==> src/rtl/alu_arbiter.sv <==
// alu_arbiter
//   Shares one combinational 32-bit ALU between two requesters. Requests are
//   granted round-robin over valid/ready handshakes; the result, {V,C,Z,S}
//   flags, source port, tag and error bit are registered in one output stage
//   and returned over a valid/ready result channel.
//
// Optional feature macro: ALU_DIVZERO_TRAP_EN
//   defined     : div/mod by zero raises res_err with res_data 0, flags 4'b0010
//   not defined : res_err is tied 0
//
// Ports
//   clk, rst                   clock, synchronous active-high reset
//   req{0,1}_valid/_ready      request handshake per port
//   req{0,1}_a/_b              signed 32-bit operands
//   req{0,1}_op                0 add,1 sub,2 mul,3 div,4 and,5 or,6 xor,7 mod
//   req{0,1}_tag               opaque tag returned with the result
//   res_valid/res_ready        result handshake
//   res_data, res_flags        result and {V,C,Z,S}
//   res_src, res_tag, res_err  granted port, its tag, divide-by-zero error
module alu_arbiter #(
    parameter int TAG_W = 4
) (
    input  logic             clk,
    input  logic             rst,
    input  logic             req0_valid,
    output logic             req0_ready,
    input  logic [31:0]      req0_a,
    input  logic [31:0]      req0_b,
    input  logic [2:0]       req0_op,
    input  logic [TAG_W-1:0] req0_tag,
    input  logic             req1_valid,
    output logic             req1_ready,
    input  logic [31:0]      req1_a,
    input  logic [31:0]      req1_b,
    input  logic [2:0]       req1_op,
    input  logic [TAG_W-1:0] req1_tag,
    output logic             res_valid,
    input  logic             res_ready,
    output logic [31:0]      res_data,
    output logic [3:0]       res_flags,
    output logic             res_src,
    output logic [TAG_W-1:0] res_tag,
    output logic             res_err
);

    localparam logic [2:0] OP_ADD = 3'd0;
    localparam logic [2:0] OP_SUB = 3'd1;
    localparam logic [2:0] OP_MUL = 3'd2;
    localparam logic [2:0] OP_DIV = 3'd3;
    localparam logic [2:0] OP_AND = 3'd4;
    localparam logic [2:0] OP_OR  = 3'd5;
    localparam logic [2:0] OP_XOR = 3'd6;
    localparam logic [2:0] OP_MOD = 3'd7;

    localparam logic [31:0] INT_MIN = 32'h8000_0000;

    logic rr;          // preferred port when both are valid
    logic can_accept;
    logic grant0, grant1;

    // ALU-side view of the granted port (port 0 when idle, result unused then)
    logic [31:0]      alu_a, alu_b;
    logic [2:0]       alu_op;
    logic [TAG_W-1:0] alu_tag;

    logic [31:0] alu_res;
    logic        alu_v, alu_c, alu_err, div_zero;
    logic [32:0] sum33;

    assign can_accept = !res_valid || res_ready;

    // rst gates the grants so a request seen in a reset cycle is not consumed
    assign grant0 = !rst && can_accept && req0_valid && (!req1_valid || !rr);
    assign grant1 = !rst && can_accept && req1_valid && (!req0_valid ||  rr);

    assign req0_ready = grant0;
    assign req1_ready = grant1;

    assign alu_a   = grant1 ? req1_a   : req0_a;
    assign alu_b   = grant1 ? req1_b   : req0_b;
    assign alu_op  = grant1 ? req1_op  : req0_op;
    assign alu_tag = grant1 ? req1_tag : req0_tag;

    assign div_zero = (alu_op == OP_DIV || alu_op == OP_MOD) && (alu_b == 32'd0);

    always_comb begin
        alu_res = 32'd0;
        alu_v   = 1'b0;
        alu_c   = 1'b0;
        sum33   = 33'd0;
        case (alu_op)
            OP_ADD: begin
                sum33   = {1'b0, alu_a} + {1'b0, alu_b};
                alu_res = sum33[31:0];
                alu_c   = sum33[32];
                alu_v   = (alu_a[31] == alu_b[31]) && (alu_res[31] != alu_a[31]);
            end
            OP_SUB: begin
                alu_res = alu_a - alu_b;
                // C is a borrow: set when a < b as unsigned values
                alu_c   = alu_a < alu_b;
                alu_v   = (alu_a[31] != alu_b[31]) && (alu_res[31] != alu_a[31]);
            end
            OP_MUL: alu_res = alu_a * alu_b;  // low 32 bits are sign-agnostic
            OP_DIV: begin
                // zero divisor forced to 0 to keep X out of the datapath;
                // INT_MIN / -1 wraps to INT_MIN
                if (alu_b == 32'd0)
                    alu_res = 32'd0;
                else if (alu_a == INT_MIN && alu_b == 32'hFFFF_FFFF)
                    alu_res = INT_MIN;
                else
                    alu_res = $signed(alu_a) / $signed(alu_b);
            end
            OP_MOD: begin
                if (alu_b == 32'd0 || (alu_a == INT_MIN && alu_b == 32'hFFFF_FFFF))
                    alu_res = 32'd0;
                else
                    alu_res = $signed(alu_a) % $signed(alu_b);
            end
            OP_AND: alu_res = alu_a & alu_b;
            OP_OR:  alu_res = alu_a | alu_b;
            OP_XOR: alu_res = alu_a ^ alu_b;
            default: alu_res = 32'd0;
        endcase
    end

`ifdef ALU_DIVZERO_TRAP_EN
    assign alu_err = div_zero;
`else
    assign alu_err = 1'b0;
`endif

    always_ff @(posedge clk) begin
        if (rst) begin
            res_valid <= 1'b0;
            res_data  <= 32'd0;
            res_flags <= 4'd0;
            res_src   <= 1'b0;
            res_tag   <= '0;
            res_err   <= 1'b0;
            rr        <= 1'b0;
        end else begin
            if (grant0 || grant1) begin
                res_valid <= 1'b1;
                res_src   <= grant1;
                res_tag   <= alu_tag;
                res_err   <= alu_err;
                if (alu_err) begin
                    res_data  <= 32'd0;
                    res_flags <= 4'b0010;
                end else begin
                    res_data  <= alu_res;
                    res_flags <= {alu_v, alu_c, (alu_res == 32'd0), alu_res[31]};
                end
            end else if (res_valid && res_ready) begin
                res_valid <= 1'b0;
            end
            // pointer moves only on contended grants, away from the winner
            if (req0_valid && req1_valid && (grant0 || grant1))
                rr <= grant0;
        end
    end

endmodule

==> config.mk <==
export PLATFORM = sky130hd
export DESIGN_NAME = alu_arbiter
export DESIGN_NICKNAME = d
export VERILOG_FILES = /design/src/rtl/alu_arbiter.sv
export SDC_FILE = /design/constraint.sdc
export NUM_CORES = 2
export LEC_CHECK = 0
export ABC_AREA = 1
export CAP_MARGIN = 15
export CORE_ASPECT_RATIO = 1.5
export CORE_UTILIZATION = 60
export CTS_CLUSTER_SIZE = 8
export DETAILED_ROUTE_END_ITERATION = 7
export PLACE_DENSITY = 0.81
export SYNTH_ARGS = -nofsm -noshare
export SYNTH_HDL_FRONTEND = slang
export SYNTH_SLANG_ARGS = --single-unit
export TNS_END_PERCENT = 50
==> constraint.sdc <==
create_clock -name clk -period 71.1 [get_ports clk]
set_clock_uncertainty 0.1 [all_clocks]
set_input_delay 7.11 -clock clk [delete_from_list [all_inputs] [get_ports clk]]
set_output_delay 7.11 -clock clk [all_outputs]
set_load 0.05 [all_outputs]
==> impl_metrics.json, run 1 <==
{
  "detailedPlacementHpwl_microns": 245000,
  "synth_top_area_share_pct": 17.3,
  "die_w_microns": 255,
  "top_cells_by_area_in_the_synthesized_netlist": "nand2_1 17%, ha_1 16%, fa_1 14%, inv_1 11%, a21oi_1 5.9%",
  "portBuffers": 190,
  "synth_seq_area_share_pct": 1.46,
  "synth-edff-count": 0,
  "mappedNetlistNets": 10800,
  "clockBufferDepth": 2,
  "cts_num_sinks": 42,
  "netlist_area_sq_mm": 0.0578,
  "async_set_or_reset_register_ratio_after_synthesis_pct": 0,
  "top_ff_cell_synth": "dfxtp_1",
  "gate_count_after_technology_mapping": 9496,
  "failed_stage": "5_1_grt",
  "post-synth-top-count-cell": "nand2_1",
  "syn_avg_cell_area_sq_um": 6.08,
  "number_of_standard_cell_rows_in_the_floorplan": 139,
  "grt_pass1_wl_microns": 807000,
  "floorplan.initialDensity_pct": 60.5,
  "postSynthRegisterBits": 42,
  "synth_common_cells": "2660 x nand2_1, 1636 x inv_1, 753 x ha_1, 683 x a21oi_1, 654 x nor2_1",
  "place.gp.congestion": 1.35,
  "die_height_microns": 382,
  "dpl_worst_slack_ns": -9.06,
  "clock_tree.htree_level_count": 2,
  "pin_count_of_the_biggest_net_entering_global_routing": 57,
  "grtUsageTotal_pct": 106,
  "clk_root_buffer_cell": "clkbuf_16",
  "synthDistinctLibCells": 81,
  "toolErrorMsg": "[ERROR GRT-0116] Global routing finished with congestion. Check the congestion regions in the DRC Viewer.",
  "tritoncts.num_buffers": 5,
  "grt_remaining_overflow": 9589,
  "run_status": "did not finish",
  "ioPinCount": 192,
  "synth.largest_area_cell": "nand2_1",
  "synth_warnings": 0,
  "grt_pass1_vias": 121000
}
==> cells by family after synthesis <==
kind of cell	share of synthesized area, %
fa+ha+maj	30.5
other cells	0.00649
simple gates	32.3
compound gates	15.3
flops	1.46
xor+xnor	6.84
buf+inv	13.5
mux	0.0347
==> routing by layer <==
metal / GRT overflow / track usage, %
met1: 305 / 92.9
met2: 7138 / 135
met3: 270 / 88.2
met4: 1853 / 118
met5: 23 / 76.2
==> through the flow <==
step           TNS (ns)  cells  area [sq um]  utilization (%)
2_1_floorplan    -0.790   9496         59100                -
3_3_place_gp    -100.60  13100         79400             83.2
3_5_place_dp    -242.03  13100         79400             83.2
4_1_cts          -79.32  13700         86900             91.0
==> repair_timing <==
action | CTS
gates resized for setup | 623
endpoints found under the setup margin | 33
hold buffers | 0
pin swaps | 388
cloned | 7
buffers inserted | 611
==> run 2: changes to the inputs <==
Settings changed: CORE_ASPECT_RATIO 1.5 to unset, CORE_UTILIZATION 60 to 40, CTS_CLUSTER_SIZE 8 to unset, PLACE_DENSITY 0.81 to unset, PLACE_DENSITY_LB_ADDON set to 0.15.
Clock period 71.1 ns to 92.4 ns, I/O delays scaled along.
==> run 2 against run 1 <==
Against the previous run: the run now ends clean; area after synthesis stayed put; synthesized cell count unchanged.
==> impl_metrics.json, run 2 <==
{
  "run_status": "completed",
  "slew-limit-headroom_pct": 18.3,
  "number_of_standard_cell_rows_in_the_floorplan": 139,
  "tritoncts.num_buffers": 5,
  "cts_num_sinks": 42,
  "cts.clk_slew.worst_paths_ns": 0.08,
  "grt_pass1_wl_microns": 391000,
  "timing.max_cap.violations": 0,
  "finalCritPeriodShare_pct": 92.7,
  "cp.arrival_ns": 85.82,
  "timing.critical_path.buf_inv": 88,
  "path_max_fanout": 37,
  "core_region_area_sq_mm": 0.143,
  "synth_warnings": 0,
  "synth_top_area_share_pct": 17.3,
  "holdCritPathClass": "register to register",
  "drt_drc_violations_left": 0,
  "post_route_cells_drive_above_1_share_pct": 10.0,
  "mappedNetlistNets": 10800,
  "first_pass_iters": 8,
  "post_cts_hold_buffer_count": 0,
  "floorplan.initialDensity_pct": 40.3,
  "ioPinCount": 192,
  "pin_count_of_the_biggest_net_entering_global_routing": 58,
  "netlist_area_sq_mm": 0.0578,
  "worst_path_class_setup": "primary input to register",
  "top_regs": "res_data: 31 flops, res_flags: 4 flops, res_tag: 4 flops",
  "critical_path_required_ns": 92.59,
  "synth_seq_area_share_pct": 1.46,
  "post-place-cells": 11600,
  "insertion_delay_ns": 0.34,
  "grtUsageTotal_pct": 35.4,
  "die_w_microns": 382,
  "crit_path_end_kind": "register",
  "clockBufferDepth": 2,
  "timing.final.setup_violations": 0,
  "gate_count_after_technology_mapping": 9496,
  "grt_pass1_vias": 60800,
  "async_set_or_reset_register_ratio_after_synthesis_pct": 0,
  "largest_reg_flops": 31,
  "die_height_microns": 382,
  "synth_common_cells": "2660 x nand2_1, 1636 x inv_1, 753 x ha_1, 683 x a21oi_1, 654 x nor2_1",
  "fp.dieArea_sq_mm": 0.146,
  "most_frequent_standard_cell_in_the_layout_excluding_fill_and_tap_cells": "nand2_1",
  "top_ff_cell_synth": "dfxtp_1",
  "route.detailed.vias_per_inst": 5.55,
  "finalMaxSlewViolations": 0,
  "maximum_single_stage_delay_on_the_critical_path_ns": 0.60,
  "place.gp.congestion": 1.08,
  "post_drt_wl_per_cell_microns": 22.8,
  "layoutNonFillerInstCount": 11700,
  "path_delay_family": "simple AND/OR/NAND/NOR gates",
  "layout_common_cells": "2622 x nand2_1, 1623 x inv_1, 749 x ha_1",
  "clk_root_buffer_cell": "clkbuf_16",
  "timing.critical_path.slowest_stage_cell": "inv_1",
  "post-synth-top-count-cell": "nand2_1",
  "wl_microns": 267000,
  "largest_register": "res_data",
  "setup.worst_path.start_class": "primary input",
  "synth-edff-count": 0,
  "tightestPinTransition_ns": 1.22,
  "detailroute.via_count": 65000,
  "number_of_failing_hold_endpoints_at_the_final_stage": 0,
  "area_growth_pct": 12.8,
  "top_cells_by_area_in_the_synthesized_netlist": "nand2_1 17%, ha_1 16%, fa_1 14%, inv_1 11%, a21oi_1 5.9%",
  "number_of_nets_in_the_layout": 11100,
  "max_freq_mhz": 11.7,
  "cts_tree": "yes",
  "postSynthRegisterBits": 42,
  "portBuffers": 190,
  "timing.final.crit_period_ns": 85.63,
  "drt-initial-drc-count": 6277,
  "finalCoreUtilization_pct": 45.4,
  "detailedPlacementHpwl_microns": 217000,
  "grt_remaining_overflow": 0,
  "synthDistinctLibCells": 81,
  "grt_antenna_before_repair": 7,
  "syn_avg_cell_area_sq_um": 6.08,
  "fillCellCount": 15400,
  "clock_tree.htree_level_count": 2,
  "route.antenna.remaining_nets": 0,
  "synth.largest_area_cell": "nand2_1",
  "critPathMostFrequentCell": "nand2_1"
}
[run 2: path summary, 6_finish.rpt]
path                            startpoint      endpoint  slack, ns  cells past startpoint
worst min register to register     res_src       res_src       0.38                      2
worst max-delay path                   rst  res_flags[1]       6.77                    543
worst min-delay path               res_src       res_src       0.38                      2
worst max register to register   res_valid  res_flags[1]      15.70                    541
[run 2: cell families (layout without fill, tap and decap cells)]
group / Yosys count / after routing / synth area share (%)
xor+xnor: 451 / 451 / 6.84
other cells: 1 / 6 / 0.00649
buf+inv: 1969 / 2282 / 13.5
mux: 2 / 2 / 0.0347
compound gates: 1499 / 1500 / 15.3
fa+ha+maj: 1164 / 1164 / 30.5
simple gates: 4368 / 4370 / 32.3
flops: 42 / 42 / 1.46
[run 2: worst reg2reg max path: cells and delay by family, from the launching register on]
family | cells | cell delay, ns
buf+inv | 85 | 8.83
xor+xnor | 3 | 0.44
compound gates | 160 | 26.65
flops | 1 | 0.66
simple gates | 261 | 29.88
fa+ha+maj | 32 | 10.12
[run 2: stage by stage]
stage          worst slack [ns]  hold WS (ns)  TNS [ns]  area, sq um
2_1_floorplan             12.19         0.355         0        57800
3_3_place_gp              0.955         0.371         0        62900
3_5_place_dp             -0.408         0.364    -0.408        63000
4_1_cts                  0.0719         0.382         0        63100
5_1_grt                  -0.366         0.395     -1.10        65200
6_report                   6.77         0.381         0        65200
[run 2: timing repair]
item | 4_1_cts | 5_1_grt
setup buffers | 0 | 77
setup endpoints to repair | 1 | 33
gates cloned | 1 | 9
resized for setup | 1 | 325
pin swaps | 1 | 42
[run 2: per-layer routing]
metal  track usage (%)  part of all wire (%)  vias to the layer above
met5                 0                0.0082                        -
met4              11.8                   4.3                        4
met3              8.00                    10                      472
met2              54.3                    42                     2919
met1              48.6                    43                    30700
li1                  -                     -                    30900
[run 2: area by class of cell]
class	count	area (sq um)	share of cell area, %
antenna	5	12.5	0.0192
clock buffer	5	125	0.192
clock inverter	3	21.3	0.0326
inverter	1709	6480	9.94
multi-input combinational	7488	50300	77.2
sequential	42	841	1.29
tap	1903	2380	3.65
timing repair buffer	562	4970	7.62
timing repair inverter	3	17.5	0.0269
Power of run 2 is not shown: default switching activity piles up to over one toggle a cycle in this logic, so the estimate is an artifact.
